### config.mk
export PLATFORM = sky130hd
export DESIGN_NAME = zled_dimmer
export DESIGN_NICKNAME = d
export VERILOG_FILES = /design/src/rtl/zled_pkg.sv /design/src/rtl/zled_pwm_core.sv /design/src/rtl/zled_dimmer.sv
export SDC_FILE = /design/constraint.sdc
export NUM_CORES = 1
export LEC_CHECK = 0
export BUFFER_PORTS_ARGS = -buffer_cell sky130_fd_sc_hd__buf_2
export CELL_PAD_IN_SITES_DETAIL_PLACEMENT = 0
export CELL_PAD_IN_SITES_GLOBAL_PLACEMENT = 2
export CORE_MARGIN = 5
export CORE_UTILIZATION = 40
export CTS_BUF_LIST = sky130_fd_sc_hd__clkbuf_8
export DETAILED_ROUTE_END_ITERATION = 6
export PLACE_DENSITY_LB_ADDON = 0.3
export SYNTH_ARGS = -nofsm -noshare
export SYNTH_HDL_FRONTEND = slang
export SYNTH_HIERARCHICAL = 1
export SYNTH_SLANG_ARGS = --single-unit
### constraint.sdc
create_clock -name iClk -period 4.65 [get_ports iClk]
set_input_delay 0 -clock iClk [delete_from_list [all_inputs] [get_ports iClk]]
set_output_delay 0 -clock iClk [all_outputs]
set_load 0.005 [all_outputs]
### src/rtl/zled_pkg.sv
// Shared types and default parameters for the switch-driven LED dimmer.
// The breathe mode is compiled in by ZLED_DIMMER_BREATHE_EN in the top level.
package zled_pkg;

    localparam int DEF_PWM_BITS = 8;
    localparam int DEF_STEP     = 16;
    localparam int DEF_PRESCALE = 4;

    typedef enum logic {
        ST_MANUAL  = 1'b0,
        ST_BREATHE = 1'b1
    } state_e;

    typedef enum logic {
        DIR_UP   = 1'b0,
        DIR_DOWN = 1'b1
    } dir_e;

endpackage

### src/rtl/zled_pwm_core.sv
// Prescaled PWM generator: duty reloads only at period start, compare is registered (1 cycle).
// Never stalls; oPeriodStart is a one-cycle strobe on the edge where the counter wraps.
module zled_pwm_core
    import zled_pkg::*;
#(
    parameter int PWM_BITS = DEF_PWM_BITS,
    parameter int PRESCALE = DEF_PRESCALE
) (
    input  logic                iClk,
    input  logic                iRst,
    input  logic [PWM_BITS-1:0] iLevel,
    output logic                oLed,
    output logic                oPeriodStart
);

    localparam int                PRE_W    = (PRESCALE > 1) ? $clog2(PRESCALE) : 1;
    localparam logic [PRE_W-1:0]  PRE_LAST = PRE_W'(PRESCALE - 1);
    localparam logic [PWM_BITS-1:0] LVL_MAX  = '1;
    localparam logic [PWM_BITS-1:0] CNT_LAST = LVL_MAX - PWM_BITS'(1);

    logic [PRE_W-1:0]    pre_q,  pre_d;
    logic [PWM_BITS-1:0] cnt_q,  cnt_d;
    logic [PWM_BITS-1:0] duty_q, duty_d;
    logic                led_q,  led_d;
    logic                tick;
    logic                period_start;

    always_comb begin
        tick         = (pre_q == PRE_LAST);
        pre_d        = tick ? '0 : pre_q + PRE_W'(1);
        period_start = tick && (cnt_q == CNT_LAST);
        cnt_d        = cnt_q;
        if (tick) begin
            cnt_d = period_start ? '0 : cnt_q + PWM_BITS'(1);
        end
        // Counter never reaches MAX, so duty MAX keeps the LED on for the whole period.
        duty_d = period_start ? iLevel : duty_q;
        led_d  = (cnt_q < duty_q);
    end

    always_ff @(posedge iClk) begin
        if (iRst) begin
            pre_q  <= '0;
            cnt_q  <= '0;
            duty_q <= '0;
            led_q  <= 1'b0;
        end else begin
            pre_q  <= pre_d;
            cnt_q  <= cnt_d;
            duty_q <= duty_d;
            led_q  <= led_d;
        end
    end

    assign oLed         = led_q;
    assign oPeriodStart = period_start;

endmodule

### src/rtl/zled_dimmer.sv
// Switch-driven LED dimmer: saturating level from up/down pulses, PWM drive; level updates 1 cycle after a pulse.
// Optional autonomous breathing ramp enabled by defining ZLED_DIMMER_BREATHE_EN.
module zled_dimmer
    import zled_pkg::*;
#(
    parameter int PWM_BITS = DEF_PWM_BITS,
    parameter int STEP     = DEF_STEP,
    parameter int PRESCALE = DEF_PRESCALE
) (
    input  logic                iClk,
    input  logic                iRst,
    input  logic                iSwUp,
    input  logic                iSwDown,
    input  logic                iMode,
    output logic                oLed,
    output logic [PWM_BITS-1:0] oLevel,
    output logic                oBreathing
);

    localparam logic [PWM_BITS-1:0] LVL_MAX = '1;
    localparam logic [PWM_BITS:0]   MAX_W   = {1'b0, LVL_MAX};
    localparam logic [PWM_BITS:0]   STEP_W  = (PWM_BITS + 1)'(STEP);

    logic [PWM_BITS-1:0] level_q, level_d;
    logic [PWM_BITS-1:0] manual_level;
    logic [PWM_BITS:0]   level_up_w;
    logic [PWM_BITS:0]   level_dn_w;
    logic                period_start;

    // One extra bit catches overflow on the way up and borrow on the way down.
    always_comb begin
        level_up_w   = {1'b0, level_q} + STEP_W;
        level_dn_w   = {1'b0, level_q} - STEP_W;
        manual_level = level_q;
        if (iSwUp && !iSwDown) begin
            manual_level = (level_up_w > MAX_W) ? LVL_MAX : level_up_w[PWM_BITS-1:0];
        end else if (iSwDown && !iSwUp) begin
            manual_level = level_dn_w[PWM_BITS] ? '0 : level_dn_w[PWM_BITS-1:0];
        end
    end

`ifdef ZLED_DIMMER_BREATHE_EN
    state_e state_q, state_d;
    dir_e   dir_q,   dir_d;

    always_comb begin
        state_d = state_q;
        dir_d   = dir_q;
        level_d = level_q;
        case (state_q)
            ST_MANUAL: begin
                if (iMode) begin
                    state_d = ST_BREATHE;
                    dir_d   = (level_q == LVL_MAX) ? DIR_DOWN : DIR_UP;
                end else begin
                    level_d = manual_level;
                end
            end
            ST_BREATHE: begin
                if (iMode) begin
                    state_d = ST_MANUAL;
                end else if (period_start) begin
                    // Direction turns on the same update that lands on a bound.
                    if (dir_q == DIR_UP) begin
                        level_d = level_q + PWM_BITS'(1);
                        if (level_d == LVL_MAX) dir_d = DIR_DOWN;
                    end else begin
                        level_d = level_q - PWM_BITS'(1);
                        if (level_d == '0) dir_d = DIR_UP;
                    end
                end
            end
        endcase
    end

    always_ff @(posedge iClk) begin
        if (iRst) begin
            state_q <= ST_MANUAL;
            dir_q   <= DIR_UP;
        end else begin
            state_q <= state_d;
            dir_q   <= dir_d;
        end
    end

    assign oBreathing = (state_q == ST_BREATHE);
`else
    logic unused_mode;

    always_comb begin
        level_d = manual_level;
    end

    assign unused_mode = &{1'b0, iMode, period_start};
    assign oBreathing  = 1'b0;
`endif

    always_ff @(posedge iClk) begin
        if (iRst) begin
            level_q <= '0;
        end else begin
            level_q <= level_d;
        end
    end

    zled_pwm_core #(
        .PWM_BITS (PWM_BITS),
        .PRESCALE (PRESCALE)
    ) u_pwm (
        .iClk         (iClk),
        .iRst         (iRst),
        .iLevel       (level_q),
        .oLed         (oLed),
        .oPeriodStart (period_start)
    );

    assign oLevel = level_q;

endmodule

[Word level (Yosys, flattened, before mapping)]
Cells that the tools add are included.
Word-level totals
  output and inout bits: 10
  register bits: 27
Cells by class
  eq/ne operators: 2
  magnitude comparators: 2
  reduce and logical (&&, ||, !) cells: 7
  multiplexer cells: 5
  add/sub/neg operators: 4
Operators by type and width (count)
  8-bit two-way mux: 5
  8-bit by 5-bit adder with 9-bit output, second input constant: 1
  9-bit by 8-bit > comparator with 1-bit output, second input constant: 1
  8-bit by 5-bit subtractor with 9-bit output, second input constant: 1
  8-bit by 1-bit adder with 8-bit output, second input constant: 1
  8-bit equality test, second input constant: 1
  8-bit < comparator: 1
  1-bit logical AND: 3
  2-bit by 1-bit adder with 2-bit output, second input constant: 1
  2-bit equality test, second input constant: 1
  1-bit zero test: 2
  2-bit nonzero test: 1
  2-bit OR reduction: 1

[Longest topological paths before layout]
Gate-level depths: netlist of the first run.
  depth after elaboration: 4
  depth in mapped cells: 7
  gate-level depth less buffers: 6

[Hierarchy]
Netlist of the first run, hierarchy kept.
Modules (own cells, without submodules)
  zled_pwm_core: area each 1001.0 um2, cells an instance 114, instances 1
  zled_dimmer: area each 452.9 um2, cells an instance 53, instances 1

[Worst setup path before layout of the first run]
OpenSTA, ideal clock, no wires.
  path kind: register to register
  start: register level_q[4], in the netlist oLevel[4]
  end: register level_q[5], in the netlist oLevel[5]
  period minus slack after synthesis: 1629 ps
  path slack: 3021 ps
  stages on the path, launching flop included: 7
  library setup time: 95 ps
  path buffers: 0
  arrival: 1533 ps
  cells stage by stage: dfxtp_1 inv_1 ha_1 nand2b_1 o41ai_2 nand2_1 a221oi_1
On the way
  cells in the longest elaborated chain, start to end: 4
Ends and longest elaborated chain
  start: declaration: line zled_dimmer.sv:24  | logic [PWM_BITS-1:0] level_q, level_d;
  start signal: assignment: line zled_dimmer.sv:102  | level_q <= level_d;
  8-bit by 5-bit adder with 9-bit output / 8-bit by 5-bit subtractor with 9-bit output (equally long branches): line zled_dimmer.sv:32, zled_dimmer.sv:33
  9-bit by 8-bit > comparator with 1-bit output / 8-bit two-way mux (equally long branches): line zled_dimmer.sv:36, zled_dimmer.sv:38
  8-bit two-way mux (on tied branches): line zled_dimmer.sv:36, zled_dimmer.sv:37
  8-bit two-way mux (*): line zled_dimmer.sv:35  | if (iSwUp && !iSwDown) begin
Every way passes the cells marked *; elsewhere a longest branch is shown, timed or not. The select of a mux whose other input is x is not followed.
A chain may end at the register's enable or synchronous reset.

[Final worst setup path of the first run]
Same ends and word-level chain as after synthesis.

==> metrics.csv, run 1 <==
metric;value;unit
ys_types;43;
clockRootBuffer;clkbuf_8;
arrival;2.02;ns
use_met1;0.170;
die_h;70.3;microns
grt_usage;0.132;
max_slew_margin;0.665;
synth-seq-cells;24;
critical_path_class;reg -> reg;
ys_seq_area_frac;0.330;
syn-num-nets;186;
grtUsageMet2;0.225;
yosys_most_used_dff;dfxtp_1;
period_needed;1.85;ns
leakagePower;0.568;nW
clock-skew-final;0.00223;ns
drcViolationCount;0;
startpoint_type;register;
required;4.82;ns
fmax;540;MHz
cts_made_buffers;3;
cp_slowest_cell;dfxtp_1;
drt_iter0_markers;67;
io_pins;15;
status;finished clean;
htree_levels;1;
cts-resized-gates;0;
maxCapViolations;0;
synthArstFlopShare;0;
routabilityCongestion;0.828;
slew_viol_final;0;
synth_top_area_frac;0.330;
yosysTopAreaCell;dfxtp_1;
detail-route-antenna-nets;0;
num_rows;22;
hold_buffers;0;
yosysWarnings;6;
grt_pass1_wl;5.34;mm
fin_crit_sh;0.398;
antenna_found_initial;0;
syn_area;0.00145;sq mm
wl;3.11;mm
crit_chain;inv_1 > ha_1 > nand2b_1 > o41ai_2 > nand2_1 > a221oi_1;
diodes;0;
setup_violations;0;
grtUsageMet3;0.0187;
rsz0062_at_grt;no;
p_per_area;280;mW/mm^2
cts_max_path_buffers;2;
vias;1185;
io_buffers;12;
clk_pin_slew;0.09;ns
via_per_inst;5.46;
peakVddDrop;0.112;mV
wire_per_inst;14.3;microns
post-route-util;0.429;
syn_inst;167;
synth_area_leaders;dfxtp_1, ha_1, a21oi_1, inv_1, nand3_1;
grt_max_degree;26;
setup_tns;0;ns
tritoncts;yes;
worst_pin_slew;0.501;ns
avgSynthCellArea;8.71;sq um
drive_above_1_share;0.130;
hold_viol;0;
layout_common_cells;dfxtp_1, inv_1, a21oi_1;
grt_remaining_overflow;0;
die_w;70.3;microns
top_usage_layer;met2;
post_cts_buffers;0;
hp-class;in -> reg;
synthToLayoutAreaGrowth;5.59;%
layout.nets;189;
start_util;0.406;
cpPeakStageDelay;0.51;ns
final_common_cell;dfxtp_1;
cts_sinks;24;
grt_pass1_vias;1137;
clk_latency;0.26;ns
path_max_fanout;9;
die_area;0.00494;sq mm
hpwl;2.18;mm
synth_edf_count;0;
first_pass_iters;4;
cp-end-kind;register;
coreArea;0.00358;sq mm
-- synth_stat cells, types with 2 or more instances --
cell and number:
buf_2 3, a21oi_1 15, o211ai_1 3, buf_6 3
inv_1 16, nor2b_1 3, xnor2_1 2, and4_1 4
nand2_1 3, o21ai_0 7, dfxtp_1 24, o21ai_1 3
a221oi_1 2, clkbuf_1 4, and3_1 2, ha_1 14
nand3_1 10, nor3b_1 3, nand4_1 3, xor2_1 2
nor3_1 7, buf_4 4, nor2_1 4, a211oi_1 3
a31oi_1 2, nand2b_1 4
-- final cells by class --
class	instances	area [sq um]
timing repair buffer	12	60.1
multi-input combinational	113	820
sequential	24	480
tap	48	60.1
fill	378	2040
clock buffer	4	55.1
inverter	16	60.1
-- report_power, final --
group / switching (mW) / internal [mW] / total (mW) / leakage (nW)
combinational: 0.0337 / 0.0285 / 0.0621 / 0.344
sequential: 0.0136 / 0.213 / 0.227 / 0.195
clock: 0.0656 / 0.0755 / 0.141 / 0.0288
total: 0.113 / 0.317 / 0.430 / 0.568
-- flip-flops by register name (all words and copies together) (netlist names) --
| name | cells |
|---|---|
| u_pwm/cnt_q | 8 |
| u_pwm/duty_q | 8 |
| oLevel | 5 |
| u_pwm/pre_q | 2 |
| u_pwm/oLed | 1 |
-- kinds of logic after synthesis --
logic type	after synthesis	share of synthesized area
AOI/OAI and AO/OA	46	0.215
xor gates and xnor gates	4	0.0241
adders and majority gates	14	0.120
buffers and inverters	30	0.106
DFF	24	0.330
muxes	1	0.0103
other	1	0.00258
and+or+nand+nor	47	0.191
-- final timing paths --
kind	slack [ns]	endpoint	from	depth (start not counted)
worst max-delay path	2.80	oLevel[5]$_SDFFE_PP0P_	oLevel[4]$_SDFFE_PP0P_	6
worst min-delay path	0.18	u_pwm/duty_q[6]$_SDFFE_PP0P_	iRst	2
worst max register to register	2.80	oLevel[5]$_SDFFE_PP0P_	oLevel[4]$_SDFFE_PP0P_	6
worst min register to register	0.44	u_pwm/pre_q[0]$_SDFF_PP0_	u_pwm/pre_q[0]$_SDFF_PP0_	1
-- metal layers --
metal,vias up,wire (microns)
li1,608,-
met1,556,1430
met2,19,1580
met3,2,70
met4,0,28
met5,-,0
-- through the flow --
step | worst slack (ns) | area (sq um) | instances | power [mW] | hold WS [ns]
after floorplan | 3.02 | 1450 | 167 | 0.278 | 0.0787
after global placement | 2.86 | 1480 | 213 | 0.291 | 0.381
after detailed placement | 2.82 | 1480 | 213 | 0.293 | 0.385
after CTS | 2.80 | 1540 | 217 | 0.436 | 0.184
after global routing | 2.57 | 1540 | 217 | 0.454 | 0.222
final | 2.80 | 1540 | 217 | 0.430 | 0.184
-- worst max-delay path: cells and delay by family, from the launching register on --
family                   cells  cell delay (ns)
AO/OA/AOI/OAI                2             0.54
adder cells (fa/ha/maj)      1             0.34
buffers and inverters        1             0.13
flip-flops                   1             0.51
AND/OR/NAND/NOR              2             0.22
No activity file was read; power rests on OpenSTA's default activity.
==> run 2: changes to the inputs <==
Settings changed: CORE_UTILIZATION 40 to 33.
Clock period 4.65 ns to 1.7 ns, I/O delays scaled along.
==> run 2 against run 1 <==
Sequential cell count unchanged. Largest power group unchanged. Critical path depth is the same. Wire length up 4.3%. Non-clock buffer count up 11. Worst hold slack better by 0.016 ns. Maximum frequency up 15%. Combinational power increased to 3.4 times the previous value. Worst setup slack worse by 2.7 ns. Total power increased to 3.1 times the previous value. Clock power rose to 3.5 times the previous value.
==> metrics.csv, run 2 (synthesized netlist as in run 1, its figures left out) <==
metric;value;unit
required;1.87;ns
cts_made_buffers;3;
clk_latency;0.27;ns
die_w;76.4;microns
path_max_fanout;5;
arrival;1.78;ns
htree_levels;1;
setup_violations;0;
grt_remaining_overflow;0;
cp-end-kind;register;
finalNonFillerCells;232;
tritoncts;yes;
p_per_area;797;mW/mm^2
grt_max_degree;26;
grt_pass1_wl;5.52;mm
period_needed;1.61;ns
maxCapViolations;0;
routabilityCongestion;0.810;
num_rows;24;
wl;3.24;mm
coreArea;0.00432;sq mm
max_slew_margin;0.666;
startpoint_type;register;
antenna_found_initial;0;
dp_cells;228;
drt_iter0_markers;58;
wire_per_inst;14.0;microns
fillers;479;
io_pins;15;
worst_pin_slew;0.501;ns
drive_above_1_share;0.211;
io_buffers;12;
vias;1239;
grt_pass1_vias;1169;
rsz0062_at_grt;no;
multi_input_area;838;sq um
die_h;76.4;microns
via_per_inst;5.34;
layout_common_cells;dfxtp_1, inv_1, a21oi_1;
hold_viol;0;
regArea;483;sq um
fmax;621;MHz
setup_tns;0;ns
first_pass_iters;4;
critical_path_class;reg -> reg;
grt_usage;0.112;
hold_slack;0.201;ns
clk_pin_slew;0.09;ns
p_total;1.32;mW
status;finished clean;
drcViolationCount;0;
detail-route-antenna-nets;0;
cts_max_path_buffers;2;
start_util;0.336;
synthToLayoutAreaGrowth;14.2;%
layout.nets;200;
clockRootBuffer;clkbuf_8;
cts_sinks;24;
peakVddDrop;0.412;mV
die_area;0.00583;sq mm
post-route-util;0.384;
final_common_cell;dfxtp_1;
post_cts_buffers;0;
hp-class;in -> reg;
diodes;0;
hold_buffers;0;
fin_crit_sh;0.947;
leakagePower;0.632;nW
hpwl;2.34;mm
slew_viol_final;0;
clock-skew-final;0.00448;ns
[run 2: final timing paths]
path | from | end | slack [ns] | depth (start not counted)
setup / recovery | oLevel[5]$_SDFFE_PP0P_ | oLevel[5]$_SDFFE_PP0P_ | 0.09 | 6
hold / removal | iRst | u_pwm/duty_q[2]$_SDFFE_PP0P_ | 0.20 | 2
setup reg to reg | oLevel[5]$_SDFFE_PP0P_ | oLevel[5]$_SDFFE_PP0P_ | 0.09 | 6
hold reg to reg | u_pwm/pre_q[0]$_SDFF_PP0_ | u_pwm/pre_q[0]$_SDFF_PP0_ | 0.43 | 1
[run 2: through the flow]
stage          worst slack, ns  cell area, sq um
5_1_grt                0.00105              1660
3_3_place_gp            0.0982              1570
2_1_floorplan           0.0715              1450
4_1_cts                 0.0320              1640
3_5_place_dp           -0.0305              1570
6_report                0.0899              1660
[run 2: per-layer routing]
metal | up-vias | share of wire | global-route usage
li1 | 630 | - | -
met1 | 589 | 0.53 | 0.159
met2 | 16 | 0.44 | 0.171
met3 | 4 | 0.020 | 0.0142
met4 | 0 | 0.013 | 0.0420
met5 | - | 0 | 0
[run 2: power by group]
group	leakage [nW]	internal, mW	switching [mW]	total [mW]
clock network	0.0357	0.315	0.182	0.496
registers	0.195	0.584	0.0315	0.616
logic	0.401	0.103	0.109	0.211
[run 2: worst max-delay path, stage by stage (launching register included)]
cell and delay (ns):
dfxtp_2 0.38, inv_1 0.10, ha_4 0.29, nand2b_1 0.06
o41ai_2 0.26, nand2_1 0.16, a221oi_2 0.26
[run 2: cell type report]
cell class | instances | share of cell area
multi-input combinational | 113 | 0.505
sequential | 24 | 0.291
timing repair buffer | 23 | 0.0859
tap | 52 | 0.0392
inverter | 16 | 0.0362
clock buffer | 3 | 0.0249
clock inverter | 1 | 0.0181
[run 2: timing repair]
item,in CTS,in global routing
pin swaps,0,1
cloned,0,0
resized for setup,2,3
endpoints found under the setup margin,1,1
==> run 3: changes to the inputs <==
Settings changed: CORE_MARGIN 5 to default, CORE_UTILIZATION 33 to 37, RECOVER_POWER from default to 50.
Clock period 1.7 ns to 1.5 ns, I/O delays scaled along.
==> run 3 against run 2 <==
Wire length is 6.1% higher. Clock skew is 0.0031 ns lower. Core utilization is 9.0 points higher. The run now ends with negative setup slack left. Largest power group unchanged. Global-route usage is 6.7 points higher. Maximum frequency is 5.5% higher. Worst setup slack worse by 0.12 ns. Final area is 6.2% higher. First-iteration DRC count is 14% lower. Register-to-register slack worse by 0.12 ns. Cell count is 0.86% higher.
==> metrics.csv, run 3 (synthesized netlist as in run 1, its figures left out) <==
metric;value;unit
drive_above_1_share;0.290;
hold_viol;0;
min_from;iRst;
die_h;64.7;microns
leakagePower;0.659;nW
cp-startpoint;oLevel[5]$_SDFFE_PP0P_;
start_util;0.391;
grt_pass1_wl;5.74;mm
grt_remaining_overflow;0;
startpoint_type;register;
final_common_cell;dfxtp_1;
vias;1279;
tritoncts;yes;
arrival;1.70;ns
detail-route-antenna-nets;0;
maxCapViolations;0;
setup_tns;-0.0683;ns
setup_violations;3;
peakVddDrop;0.492;mV
hp-class;in -> reg;
hold_path_depth;2;
reg2reg_depth;5;
cts_made_buffers;3;
coreArea;0.00372;sq mm
slew_viol_final;0;
clockRootBuffer;clkbuf_8;
wire_per_inst;14.7;microns
layout.nets;206;
required;1.68;ns
period_needed;1.53;ns
post-route-util;0.474;
via_per_inst;5.47;
die_w;64.7;microns
max_slew_margin;0.651;
io_buffers;12;
fin_crit_sh;1.02;
grt_max_degree;26;
p_per_area;891;mW/mm^2
timing.rr.start;oLevel[5]$_SDFFE_PP0P_;
min_to;u_pwm/duty_q[5]$_SDFFE_PP0P_;
rsz0062_at_grt;yes;
drcViolationCount;0;
wl;3.44;mm
grt_usage;0.179;
die_area;0.00418;sq mm
cts_max_path_buffers;2;
first_pass_iters;4;
diodes;0;
violations;negative setup slack;
status;finished with violations;
clk_pin_slew;0.09;ns
clock-skew-final;0.00137;ns
grt_pass1_vias;1193;
reg2reg_slack;-0.03;ns
critical_path_class;reg -> reg;
cts_sinks;24;
drt_iter0_markers;50;
cp-end-kind;register;
layout_common_cells;dfxtp_1, buf_4, a21oi_1;
worst_pin_slew;0.524;ns
num_rows;22;
htree_levels;1;
fmax;655;MHz
synthToLayoutAreaGrowth;21.3;%
fin_ws;-0.0263;ns
clk_latency;0.26;ns
regToRegEndpoint;oLevel[5]$_SDFFE_PP0P_;
path_max_fanout;5;
antenna_found_initial;0;
io_pins;15;
hpwl;2.49;mm
routabilityCongestion;0.765;
run 3: cell type report:
type / instances / area (sq um)
fill: 359 / 1950
multi-input combinational: 113 / 895
clock inverter: 1 / 30.0
sequential: 24 / 492
clock buffer: 3 / 41.3
inverter: 16 / 65.1
tap: 48 / 60.1
timing repair buffer: 29 / 180
run 3: power by group:
group	total, mW	switching [mW]	internal, mW
Combinational	0.297	0.147	0.150
Clock	0.570	0.213	0.357
Sequential	0.703	0.0396	0.664
run 3: critical path, cell delays in order (launching register included):
cell,delay (ns)
dfxtp_4,0.40
ha_2,0.25
nor2b_1,0.07
a211oi_2,0.34
nand2_2,0.14
a221oi_2,0.23
run 3: how the worst max path moves through the flow:
stage	endpoint	slack (ns)	cells after the start
2_1_floorplan	oLevel[5]$_SDFFE_PP0P_	0.01	6
3_3_place_gp	oLevel[5]$_SDFFE_PP0P_	0.001	6
3_5_place_dp	oLevel[5]$_SDFFE_PP0P_	-0.07	6
4_1_cts	oLevel[6]$_SDFFE_PP0P_	-0.03	6
5_1_grt	oLevel[6]$_SDFFE_PP0P_	-0.12	6
6_report	oLevel[5]$_SDFFE_PP0P_	-0.03	5
run 3: metrics by stage:
step | power (mW) | setup WS, ns | std cells | hold slack, ns | area (sq um)
after floorplan | 0.875 | 0.0132 | 167 | 0.0712 | 1470
after global placement | 0.953 | 0.00131 | 227 | 0.382 | 1600
after detailed placement | 0.962 | -0.0741 | 227 | 0.374 | 1600
after CTS | 1.57 | -0.0260 | 233 | 0.205 | 1730
after global routing | 1.64 | -0.123 | 234 | 0.234 | 1760
final | 1.57 | -0.0263 | 234 | 0.208 | 1760
run 3: what timing repair did:
action,4_1_cts,5_1_grt
hold buffers,0,0
endpoints found under the setup margin,4,16
pin swaps,2,4
cloned,0,0
setup buffers,2,1
resized for setup,10,12
run 3: layer usage:
metal,share of wire,vias up,routed length [microns],track usage
li1,-,637,-,-
met3,0.015,8,52,0.0106
met4,0.026,0,91,0.0722
met2,0.48,22,1660,0.311
met1,0.48,612,1640,0.229
met5,0,-,0,0
